<file path="config.mk">
export PLATFORM = sky130hd
export DESIGN_NAME = imu_spi_responder
export DESIGN_NICKNAME = d
export VERILOG_FILES = /design/src/rtl/imu_spi_pkg.sv /design/src/rtl/spi_pin_sync.sv /design/src/rtl/imu_spi_responder.sv
export SDC_FILE = /design/constraint.sdc
export NUM_CORES = 2
export LEC_CHECK = 0
export ABC_AREA = 1
export BUFFER_PORTS_ARGS = -buffer_cell sky130_fd_sc_hd__clkbuf_2
export CORE_ASPECT_RATIO = 0.9
export CORE_UTILIZATION = 57
export CTS_CLUSTER_DIAMETER = 200
export CTS_CLUSTER_SIZE = 16
export DETAILED_ROUTE_END_ITERATION = 7
export PLACE_DENSITY = 0.84
export SLEW_MARGIN = 40
export SYNTH_ARGS = -nofsm -noshare
export SYNTH_HDL_FRONTEND = slang
export SYNTH_SLANG_ARGS = --single-unit
</file>
<file path="constraint.sdc">
create_clock -name clk -period 8.49 [get_ports clk]
set_input_delay 0.4245 -clock clk [delete_from_list [all_inputs] [get_ports clk]]
set_output_delay 0.4245 -clock clk [all_outputs]
set_load 0.005 [all_outputs]
</file>
<file path="src/rtl/imu_spi_pkg.sv">
// Shared constants for the IMU SPI register protocol.
// Used by the responder and by the IMU initiator driver.
package imu_spi_pkg;

  localparam int unsigned ADDR_W    = 7;
  localparam int unsigned DATA_W    = 8;
  localparam int unsigned REG_COUNT = 128;

  localparam logic [ADDR_W-1:0] ADDR_WHO_AM_I  = 7'h0F;
  localparam logic [ADDR_W-1:0] ADDR_OUT_FIRST = 7'h22;

  typedef enum logic [1:0] {
    IDLE,
    CMD,
    RDATA,
    WDATA
  } spi_state_e;

endpackage

</file>
<file path="src/rtl/spi_pin_sync.sv">
// Two-flop synchroniser for one SPI pin, plus registered edge pulses.
// Ports:
//   clk, reset  - system clock, synchronous active-high reset
//   pin         - asynchronous input pin
//   level       - synchronised level, aligned with the edge pulses
//   rise, fall  - one-clk pulses, 3 clk after the pin edge
module spi_pin_sync #(
  parameter logic RESET_VAL = 1'b1
) (
  input  logic clk,
  input  logic reset,
  input  logic pin,
  output logic level,
  output logic rise,
  output logic fall
);

  logic [1:0] sync;

  always_ff @(posedge clk) begin
    if (reset) begin
      sync  <= {2{RESET_VAL}};
      level <= RESET_VAL;
      rise  <= 1'b0;
      fall  <= 1'b0;
    end else begin
      sync  <= {sync[0], pin};
      level <= sync[1];
      rise  <= sync[1] & ~level;
      fall  <= ~sync[1] & level;
    end
  end

endmodule

</file>
<file path="src/rtl/imu_spi_responder.sv">
// Device-side responder for the IMU SPI register protocol (mode 3).
// Decodes a command byte, serves single/burst reads and accepts writes
// into a 128 x 8 register map with WHO_AM_I and sample read-only windows.
// Ports:
//   clk, reset         - system clock, synchronous active-high reset
//   SPC, CS, SDI       - SPI pins from the initiator (asynchronous)
//   SDO                - SPI data to the initiator
//   sample_data/valid  - 6-axis sample injection into the shadow
//   wr_valid/addr/data - one-clk notification of each committed write
module imu_spi_responder
  import imu_spi_pkg::*;
#(
  parameter int unsigned SAMPLE_BYTES = 12,
  parameter logic [7:0]  WHO_AM_I_VAL = 8'h6C
) (
  input  logic                      clk,
  input  logic                      reset,
  input  logic                      SPC,
  input  logic                      CS,
  input  logic                      SDI,
  output logic                      SDO,
  input  logic [8*SAMPLE_BYTES-1:0] sample_data,
  input  logic                      sample_valid,
  output logic                      wr_valid,
  output logic [ADDR_W-1:0]         wr_addr,
  output logic [DATA_W-1:0]         wr_data
);

  localparam int unsigned SAMPLE_W = 8 * SAMPLE_BYTES;

  logic spc_level, spc_rise, spc_fall;
  logic cs_level, cs_rise, cs_fall;
  logic sdi_level, sdi_rise, sdi_fall;
  logic sync_unused;

  spi_state_e state, state_next;

  logic                armed;
  logic [2:0]          bit_cnt;
  logic [DATA_W-1:0]   rx_shift;
  logic [DATA_W-1:0]   tx_shift;
  logic [ADDR_W-1:0]   addr;
  logic [DATA_W-1:0]   regs [REG_COUNT];
  logic [SAMPLE_W-1:0] shadow;
  logic [SAMPLE_W-1:0] pend_data;
  logic                pending;

  logic [DATA_W-1:0]   rx_byte_c;
  logic                byte_done_c;
  logic [ADDR_W-1:0]   rd_addr_c;
  logic [DATA_W-1:0]   rd_data_c;

  // SPC idles high; CS resets low so "CS high" is only seen from the real pin.
  spi_pin_sync #(.RESET_VAL(1'b1)) u_sync_spc (
    .clk(clk), .reset(reset), .pin(SPC), .level(spc_level), .rise(spc_rise), .fall(spc_fall)
  );
  spi_pin_sync #(.RESET_VAL(1'b0)) u_sync_cs (
    .clk(clk), .reset(reset), .pin(CS), .level(cs_level), .rise(cs_rise), .fall(cs_fall)
  );
  spi_pin_sync #(.RESET_VAL(1'b0)) u_sync_sdi (
    .clk(clk), .reset(reset), .pin(SDI), .level(sdi_level), .rise(sdi_rise), .fall(sdi_fall)
  );

  assign sync_unused = &{1'b0, spc_level, cs_rise, cs_fall, sdi_rise, sdi_fall};

  function automatic logic is_read_only(input logic [ADDR_W-1:0] a);
    logic ro;
    ro = (a == ADDR_WHO_AM_I);
    for (int unsigned k = 0; k < SAMPLE_BYTES; k++) begin
      if (a == ADDR_W'(32'(ADDR_OUT_FIRST) + k)) ro = 1'b1;
    end
    return ro;
  endfunction

  // State register
  always_ff @(posedge clk) begin
    if (reset) state <= IDLE;
    else       state <= state_next;
  end

  // Next state; CS high aborts from anywhere, including on an 8th edge
  always_comb begin
    state_next  = state;
    rx_byte_c   = {rx_shift[6:0], sdi_level};
    byte_done_c = spc_rise && (bit_cnt == 3'd7);
    case (state)
      IDLE:  if (armed && !cs_level) state_next = CMD;
      CMD: begin
        if (cs_level)         state_next = IDLE;
        else if (byte_done_c) state_next = rx_byte_c[7] ? RDATA : WDATA;
      end
      RDATA: if (cs_level) state_next = IDLE;
      WDATA: if (cs_level) state_next = IDLE;
      default: state_next = IDLE;
    endcase
  end

  // Read mux: the command address on the command byte, else the next burst address
  always_comb begin
    rd_addr_c = (state == CMD) ? rx_byte_c[6:0] : addr + 7'd1;
    rd_data_c = regs[rd_addr_c];
    if (rd_addr_c == ADDR_WHO_AM_I) rd_data_c = WHO_AM_I_VAL;
    for (int unsigned k = 0; k < SAMPLE_BYTES; k++) begin
      if (rd_addr_c == ADDR_W'(32'(ADDR_OUT_FIRST) + k)) rd_data_c = shadow[8*k +: 8];
    end
  end

  // Shift, address and register-file datapath
  always_ff @(posedge clk) begin
    if (reset) begin
      armed    <= 1'b0;
      bit_cnt  <= 3'd0;
      rx_shift <= '0;
      tx_shift <= 8'hFF;
      addr     <= '0;
      SDO      <= 1'b1;
      wr_valid <= 1'b0;
      wr_addr  <= '0;
      wr_data  <= '0;
      for (int i = 0; i < int'(REG_COUNT); i++) regs[i] <= '0;
    end else begin
      wr_valid <= 1'b0;
      armed    <= armed | cs_level;
      if (state == IDLE || cs_level) begin
        bit_cnt <= 3'd0;
        SDO     <= 1'b1;
      end else begin
        if (spc_rise) begin
          rx_shift <= rx_byte_c;
          bit_cnt  <= bit_cnt + 3'd1;
          if (byte_done_c) begin
            case (state)
              CMD: begin
                addr     <= rx_byte_c[6:0];
                tx_shift <= rd_data_c;
              end
              RDATA: begin
                addr     <= rd_addr_c;
                tx_shift <= rd_data_c;
              end
              WDATA: begin
                if (!is_read_only(addr)) begin
                  regs[addr] <= rx_byte_c;
                  wr_valid   <= 1'b1;
                  wr_addr    <= addr;
                  wr_data    <= rx_byte_c;
                end
                addr <= addr + 7'd1;
              end
              default: ;
            endcase
          end
        end
        if (spc_fall && state == RDATA) begin
          SDO      <= tx_shift[7];
          tx_shift <= {tx_shift[6:0], 1'b1};
        end
      end
    end
  end

  // Sample shadow; strobes during a frame are held until CS returns high
  always_ff @(posedge clk) begin
    if (reset) begin
      shadow    <= '0;
      pend_data <= '0;
      pending   <= 1'b0;
    end else if (sample_valid) begin
      if (cs_level) begin
        shadow  <= sample_data;
        pending <= 1'b0;
      end else begin
        pend_data <= sample_data;
        pending   <= 1'b1;
      end
    end else if (pending && cs_level) begin
      shadow  <= pend_data;
      pending <= 1'b0;
    end
  end

endmodule
</file>
== Word level (Yosys, flattened, before mapping) ==
Memories as Yosys holds them, arrays and structs flattened.
Cells that the tools add are included.
Cells by class
  add/subtract/negate cells: 2
  eq/ne operators: 34
  muxes and demuxes: 60
  bitwise gates (word level): 8
  reduce and logical (&&, ||, !) cells: 23
Operator list (count)
  $mux 96: 3
  $eq 7x6->1 const B: 24
  $mux 8: 18
  $mux 1: 31
  $pmux 7 s3: 1
  $eq 7x4->1 const B: 2
  $mux 7: 2
  $mux 2: 4
  $reduce_and 4->1: 2
  $reduce_bool 2->1: 4
  $reduce_or 8->1: 1
  $add 7x1->7 const B: 1
  $pmux 2 s3: 1
  $reduce_and 2->1: 3
  $reduce_or 2->1: 3
  $not 1->1: 5
  $reduce_and 5->1: 1
  $eq 2x2->1 const B: 2
  $logic_and 1x1->1: 4
  $ne 2x1->1 const B: 2
  $add 3x1->3 const B: 1
  $eq 3x3->1 const B: 1
  $ne 3x2->1 const B: 1
  $reduce_and 3->1: 1
  other kinds (8): 9
Word-level totals
  register bits: 249
  memory bits (writable): 1024
  bits of input ports: 102
  output and inout port bits: 17
  logic and storage cells: 149
  memories kept: 1
Memories
  regs: depth 128, width 8, read ports 1, clocked after Yosys merged registers in 0, wr ports 128, line imu_spi_responder.sv:43  | logic [DATA_W-1:0] regs [REG_COUNT];

== Depth between registers and ports, before layout ==
  depth after elaboration: 27
  depth in mapped cells: 38
  depth with buffers taken out: 35

== Modules after synthesis ==
A second synthesis with hierarchy kept.
Second synthesis, totals
  cell total of the unflattened synthesis: 5985
  area, all modules: 56042.5 um2
By module, submodules not included
  imu_spi_responder: instances 1, cells each 5941, area an instance 55623.3 um2, seq. area each 35514.1 um2
  spi_pin_sync (u_sync_cs ...): instances 2, cells each 15, area an instance 140.1 um2, seq. area each 100.1 um2
  spi_pin_sync (u_sync_spc): instances 1, cells each 14, area an instance 138.9 um2, seq. area each 100.1 um2

== Worst setup path after synthesis ==
Ideal clock, no wire load.
  path type: register -> register
  start point: register addr[1]
  end point: register tx_shift[7]
  setup time: 0.115 ns
  arrival: 3.211 ns
  required time: 8.375 ns
  slack: 5.164 ns
  cell stages (with the launch flop): 30
  buffers on the path: 4
  period minus slack after synthesis: 3.326 ns
  path through: dfxtp_1 > buf_2 > clkinv_1 > ha_1 > inv_2 > o21ai_1 > buf_2 > nand2_2 > buf_2 > buf_2 > o22ai_1 > o21ai_0 > nand3_1 > nor2_1 > nor2_1 > o211ai_1 > nand3_1 > nand2_1 > nand2_1 > nand2_1 > nand2_1 > nand2_1 > nand2_1 > nand2_1 > nand2_1 > a21oi_1 > o21bai_1 > nand2_1 > nand2_1 > nand2_1
Between the ends
  word-level cells in the longest chain between the ends: 20
  elaborated cells between the ends (all ways): 33
  those cells by class: add/sub (1); eq/ne (13); mux (18); memory (1)
RTL lines
  start: declaration: line imu_spi_responder.sv:42  | logic [ADDR_W-1:0] addr;
  start signal: assignment: line imu_spi_responder.sv:134  | addr <= rx_byte_c[6:0];
  start signal: assignment: line imu_spi_responder.sv:138  | addr <= rd_addr_c;
  start signal: assignment: line imu_spi_responder.sv:148  | addr <= addr + 7'd1;
  $add 7x1->7 (*): line imu_spi_responder.sv:100  | rd_addr_c = (state == CMD) ? rx_byte_c[6:0] : addr + 7'd1;
  $mux 7 (*): line imu_spi_responder.sv:100
  $mem_v2 128x8 or $eq 7x4->1 (tied branches)
  $mux 8: line imu_spi_responder.sv:102  | if (rd_addr_c == ADDR_WHO_AM_I) rd_data_c = WHO_AM_I_VAL;
  $mux 8 (11 in a row): line imu_spi_responder.sv:104  | if (rd_addr_c == ADDR_W'(32'(ADDR_OUT_FIRST) + k)) rd_data_c = shadow[8*k +: 8];
  $mux 8 (*): line imu_spi_responder.sv:104
  $mux 8 (*): line imu_spi_responder.sv:132  | case (state)
  $mux 8 (*): line imu_spi_responder.sv:131  | if (byte_done_c) begin
  $mux 8 (*): line imu_spi_responder.sv:128  | if (spc_rise) begin
  $mux 8 (*): line imu_spi_responder.sv:154  | if (spc_fall && state == RDATA) begin
  end signal: assignment: line imu_spi_responder.sv:135  | tx_shift <= rd_data_c;
  end signal: assignment: line imu_spi_responder.sv:139  | tx_shift <= rd_data_c;
  end signal: assignment: line imu_spi_responder.sv:156  | tx_shift <= {tx_shift[6:0], 1'b1};
  end: declaration: line imu_spi_responder.sv:41  | logic [DATA_W-1:0] tx_shift;
Every way passes the cells marked *; elsewhere a longest branch is shown, timed or not. The select of a mux whose other input is x is not followed.
A chain may end at the register's enable or synchronous reset.

== Final worst setup path ==
  start point: register addr[1]
  end point: register tx_shift[4]
The elaborated chain is that of the path after synthesis.

==> summary.md <==
| Metric | Value |
|---|---|
| Share of flip-flops with an asynchronous set or reset after synthesis | 0 |
| Routed WL | between 150000 and 200000 um |
| Die ar. | approximately 0.099 mm^2 |
| Synthesis warning total | 0 |
| RSZ-0062 raised after global routing | false |
| Critical path capture point type | register |
| Share of synthesized cell area in full adder, half adder and majority cells | 0.002704 |
| Combinational family with the most area after synthesis | simple AND/OR/NAND/NOR gates |
| Floorplan die width | roughly 330 um |
| Pwr Density | between 200 and 300 mW/mm^2 |
| Floorplan die height | around 300 um |
| Worst path required time | between 9 and 10 ns |
| Buffers from clock root to sink, at most | 3 |
| Run status | complete, no violations |
| RD Place Congestion | ~0.97 |
| Share of the clock period used by the worst path after layout | 0.6911 |
| Reg2reg start | addr[1] |
| Met2 demand-to-capacity share in global routing | 0.5116 |
| Netlist Area Pre-Place | 0.05552 mm^2 |
| Fraction of final layout cells with drive strength greater than 1 | 0.06580 |
| Launch point of the worst hold path | sample_data[59] |
| Buffers inserted during post-CTS setup optimization | 0 |
| Number of failing hold endpoints at the final stage | 0 |
| Total count of max-transition violations in the final report | 0 |
| Complex-gate fraction of the synthesized area | 0.08889 |
| Maximum ir drop on the vdd rail | 0.1995 mV |
| Initial cell density of the core | 0.5754 |
| Number of DRC violations after detailed routing | 0 |
| Crit path launch type | register |
| Library cells used by synthesis | 51 |
| Num ports | 119 |
| Latest clock arrival within the worst-skew pair | between 0.6 and 0.7 ns |
| Antenna violations before repair | 8 |
| Max cap viols | 0 |
| Area occupied by registers | about 0.036 mm^2 |
| Routed vias | 45.85k |
| Final standard cell area without fillers | 0.06007 mm^2 |
| Leading cell types in the layout, fill and taps excluded | sky130_fd_sc_hd__nand2_1, sky130_fd_sc_hd__nor2_1, sky130_fd_sc_hd__edfxtp_1, sky130_fd_sc_hd__dfxtp_1, sky130_fd_sc_hd__o21ai_0 |
| Sequential-to-total area share from yosys stat | 0.6437 |
| Data arrival time of the worst path | between 6 and 7 ns |
| Crit-path most repeated cell | sky130_fd_sc_hd__nand2_1 |
| Total Neg Setup Slack | 0 ns |
| Launching element of the worst setup path | addr[1] |
| Largest net degree at the start of global routing | roughly 130 |
| Number of standard cells after synthesis | approximately 5.8k |
| First-iteration detailed-routing DRC count | ~7.9k |
| Least-Margin Pin Slew | about 0.92 ns |
| Critical Path Max Stage Delay | ~0.81 ns |
| Highest attainable clock frequency | approximately 0.17 GHz |
| FF+latch count, synth | 1273 |
| Final count of negative-setup-slack endpoints | 0 |
| Std-Cell Rows | 108 |
| Highest-utilization routing layer at the global route stage | met2 |
| Mean post-synth cell area | roughly 9.5 um^2 |
| Met1 GRT Util | 0.4379 |
| Worst slew margin | 0.3891 |
| Area grow syn2layout | 8.197% |
| P_leak | roughly 21 nW |
| Xor/xnor share of the synthesized area | 0.001194 |
| Most used flip-flop cell after synthesis | sky130_fd_sc_hd__edfxtp_1 |
| Number of buffers inserted during clock tree synthesis | between 80 and 90 |
| Via count of the first global-routing pass | roughly 43k |
| Share of synthesized area spent on multiplexers | 0 |
| Number of buffer cells added on primary ports | roughly 120 |
| Layout Nets | around 6k |
| Remaining global-route overflow | 0 |
| Pre-antenna DRT Iters | 7 |
| Standard cell area after detailed placement | approximately 0.057 mm^2 |
| Depth of the CTS H-tree | 3 |
| Biggest fanout along the worst timing path | 62 |
| Number of filler cells placed in the layout | roughly 7.4k |
| Crit Path Class | register to register |
| Pre-CTS setup slack | 2.939 ns |
| Most common cell after layout, fill and taps aside | sky130_fd_sc_hd__nand2_1 |
| CTS tree | built |
| Syn Nets | 5954 |
| First-pass GRT wire length | 251800 um |
| Number of nets still failing antenna checks after routing | 0 |
| Post-layout min period | 5.868 ns |
| Number of sinks handled by clock tree synthesis | between 1k and 1.5k |
| Share of synthesized cell area in and, or, nand and nor gates | 0.2235 |
| Clock input transition at the sequential cells of the worst setup and hold paths | ~0.080 ns |
| Area used by multi-input combinational logic | ~0.018 mm^2 |
| Routed len/inst | between 20 and 25 um |
| Via density per instance | 6.465 |
| Worst Setup Slack, final | 2.622 ns |
| Worst min-delay path category | input port to register |
| Number of enable flip-flop cells after synthesis | roughly 1.0k |
| Clock skew after layout | between 0.02 and 0.03 ns |
| Cell with the largest stage delay on the worst path | sky130_fd_sc_hd__buf_4 |
| Post-detail-place hpwl | just over 100000 um |
| Grt met3 use | 0.09887 |
| CTS Root Cell | sky130_fd_sc_hd__clkbuf_16 |
| Combined global-route utilization of all metal layers | 0.3366 |
| Hold WS | about 0.0025 ns |
| Core area | between 0.09 and 0.1 mm^2 |
==> Yosys cell counts (3+ instances only) <==
cell,number,area [um^2]
sky130_fd_sc_hd__clkbuf_1,256,960.9
sky130_fd_sc_hd__buf_4,13,97.59
sky130_fd_sc_hd__a31oi_1,99,619.3
sky130_fd_sc_hd__or2_2,20,125.1
sky130_fd_sc_hd__ha_1,12,150.1
sky130_fd_sc_hd__o21ai_4,3,48.80
sky130_fd_sc_hd__inv_1,132,495.5
sky130_fd_sc_hd__dfxtp_1,249,4985
sky130_fd_sc_hd__nor3_1,3,15.01
sky130_fd_sc_hd__nand4_1,61,381.6
sky130_fd_sc_hd__o22ai_1,196,1226
sky130_fd_sc_hd__nor2_1,1267,4756
sky130_fd_sc_hd__nand2_2,7,43.79
sky130_fd_sc_hd__a22oi_1,79,593.1
sky130_fd_sc_hd__buf_2,97,485.5
sky130_fd_sc_hd__nor3_2,9,90.09
sky130_fd_sc_hd__o21ai_0,247,1236
sky130_fd_sc_hd__buf_1,16,60.06
sky130_fd_sc_hd__nand3_1,109,545.5
sky130_fd_sc_hd__edfxtp_1,1024,30750
sky130_fd_sc_hd__nand2_1,1661,6235
sky130_fd_sc_hd__o21ai_1,39,195.2
sky130_fd_sc_hd__nor2_2,3,18.77
sky130_fd_sc_hd__o221ai_1,3,26.28
sky130_fd_sc_hd__o211ai_1,10,75.07
sky130_fd_sc_hd__inv_2,21,78.83
sky130_fd_sc_hd__nor2_4,3,33.78
sky130_fd_sc_hd__nor3_4,3,48.80
sky130_fd_sc_hd__a21oi_1,166,830.8
sky130_fd_sc_hd__clkinv_1,5,18.77
==> worst max-delay path: cells and delay by family, from the launching register on <==
family	cells	cell delay [ns]
compound gates	3	0.74
fa+ha+maj	1	0.48
flops	1	0.64
buf+inv	3	1.37
simple gates	21	2.47
==> kinds of logic (layout without fill, tap and decap cells) <==
kind of cell    count (synthesis)  after routing
other cells                     0              6
fa+ha+maj                      12             12
flops                        1273           1273
buf+inv                       543            524
compound gates                851            851
xor+xnor                        5              5
simple gates                 3156           3156
==> metal layers <==
layer	wire, um	share of wire	up-vias
met5	41	0.00024	-
met4	10440	0.062	8
met3	27000	0.16	841
met2	75150	0.44	4125
met1	56680	0.33	21300
li1	-	-	19580
==> registers in the layout (all words and copies together) (netlist names), 3 cells and up <==
signal	cells
addr	7
bit_cnt	3
pend_data	96
regs	1024
rx_shift	7
shadow	96
tx_shift	8
wr_addr	7
wr_data	8
==> final timing paths <==
path | to | slack, ns | cells past startpoint
max | tx_shift[4] | 2.62 | 28
max reg2reg | tx_shift[4] | 2.62 | 28
min reg2reg | u_sync_cs.sync[1] | 0.40 | 2
min | pend_data[59] | 0.003 | 3
==> repair_timing <==
| item | 4_1_cts | 5_1_grt |
|---|---|---|
| gates resized for setup | 0 | 0 |
| hold buffers | 66 | 1 |
| endpoints found under the hold margin | 100 | 1 |
==> power breakdown <==
part | total [W] | internal, W | switching, W
registers | 0.00712 | 0.00701 | 0.000115
logic | 0.00408 | 0.00103 | 0.00305
clock network | 0.00403 | 0.00195 | 0.00208
total | 0.0152 | 0.00999 | 0.00524
==> area by class of cell <==
cell class | instances | share of cell area
Sequential cell | 1273 | 0.5949
Multi-Input combinational cell | 4024 | 0.2952
Clock buffer | 112 | 0.03958
Timing Repair Buffer | 250 | 0.03254
Tap cell | 1265 | 0.02635
Inverter | 159 | 0.01064
Clock inverter | 3 | 0.0005624
Antenna cell | 6 | 0.0002500
==> stage by stage <==
step,std cells,total power (W),utilization
detailed placement,6903,0.01103,0.5899
CTS,7084,0.01492,0.6218
global route,7088,0.01557,0.6225
finish,7092,0.01523,0.6226
floorplan,5840,0.009542,-
global placement,6895,0.01092,0.5876
No activity file was read; power rests on OpenSTA's default activity.
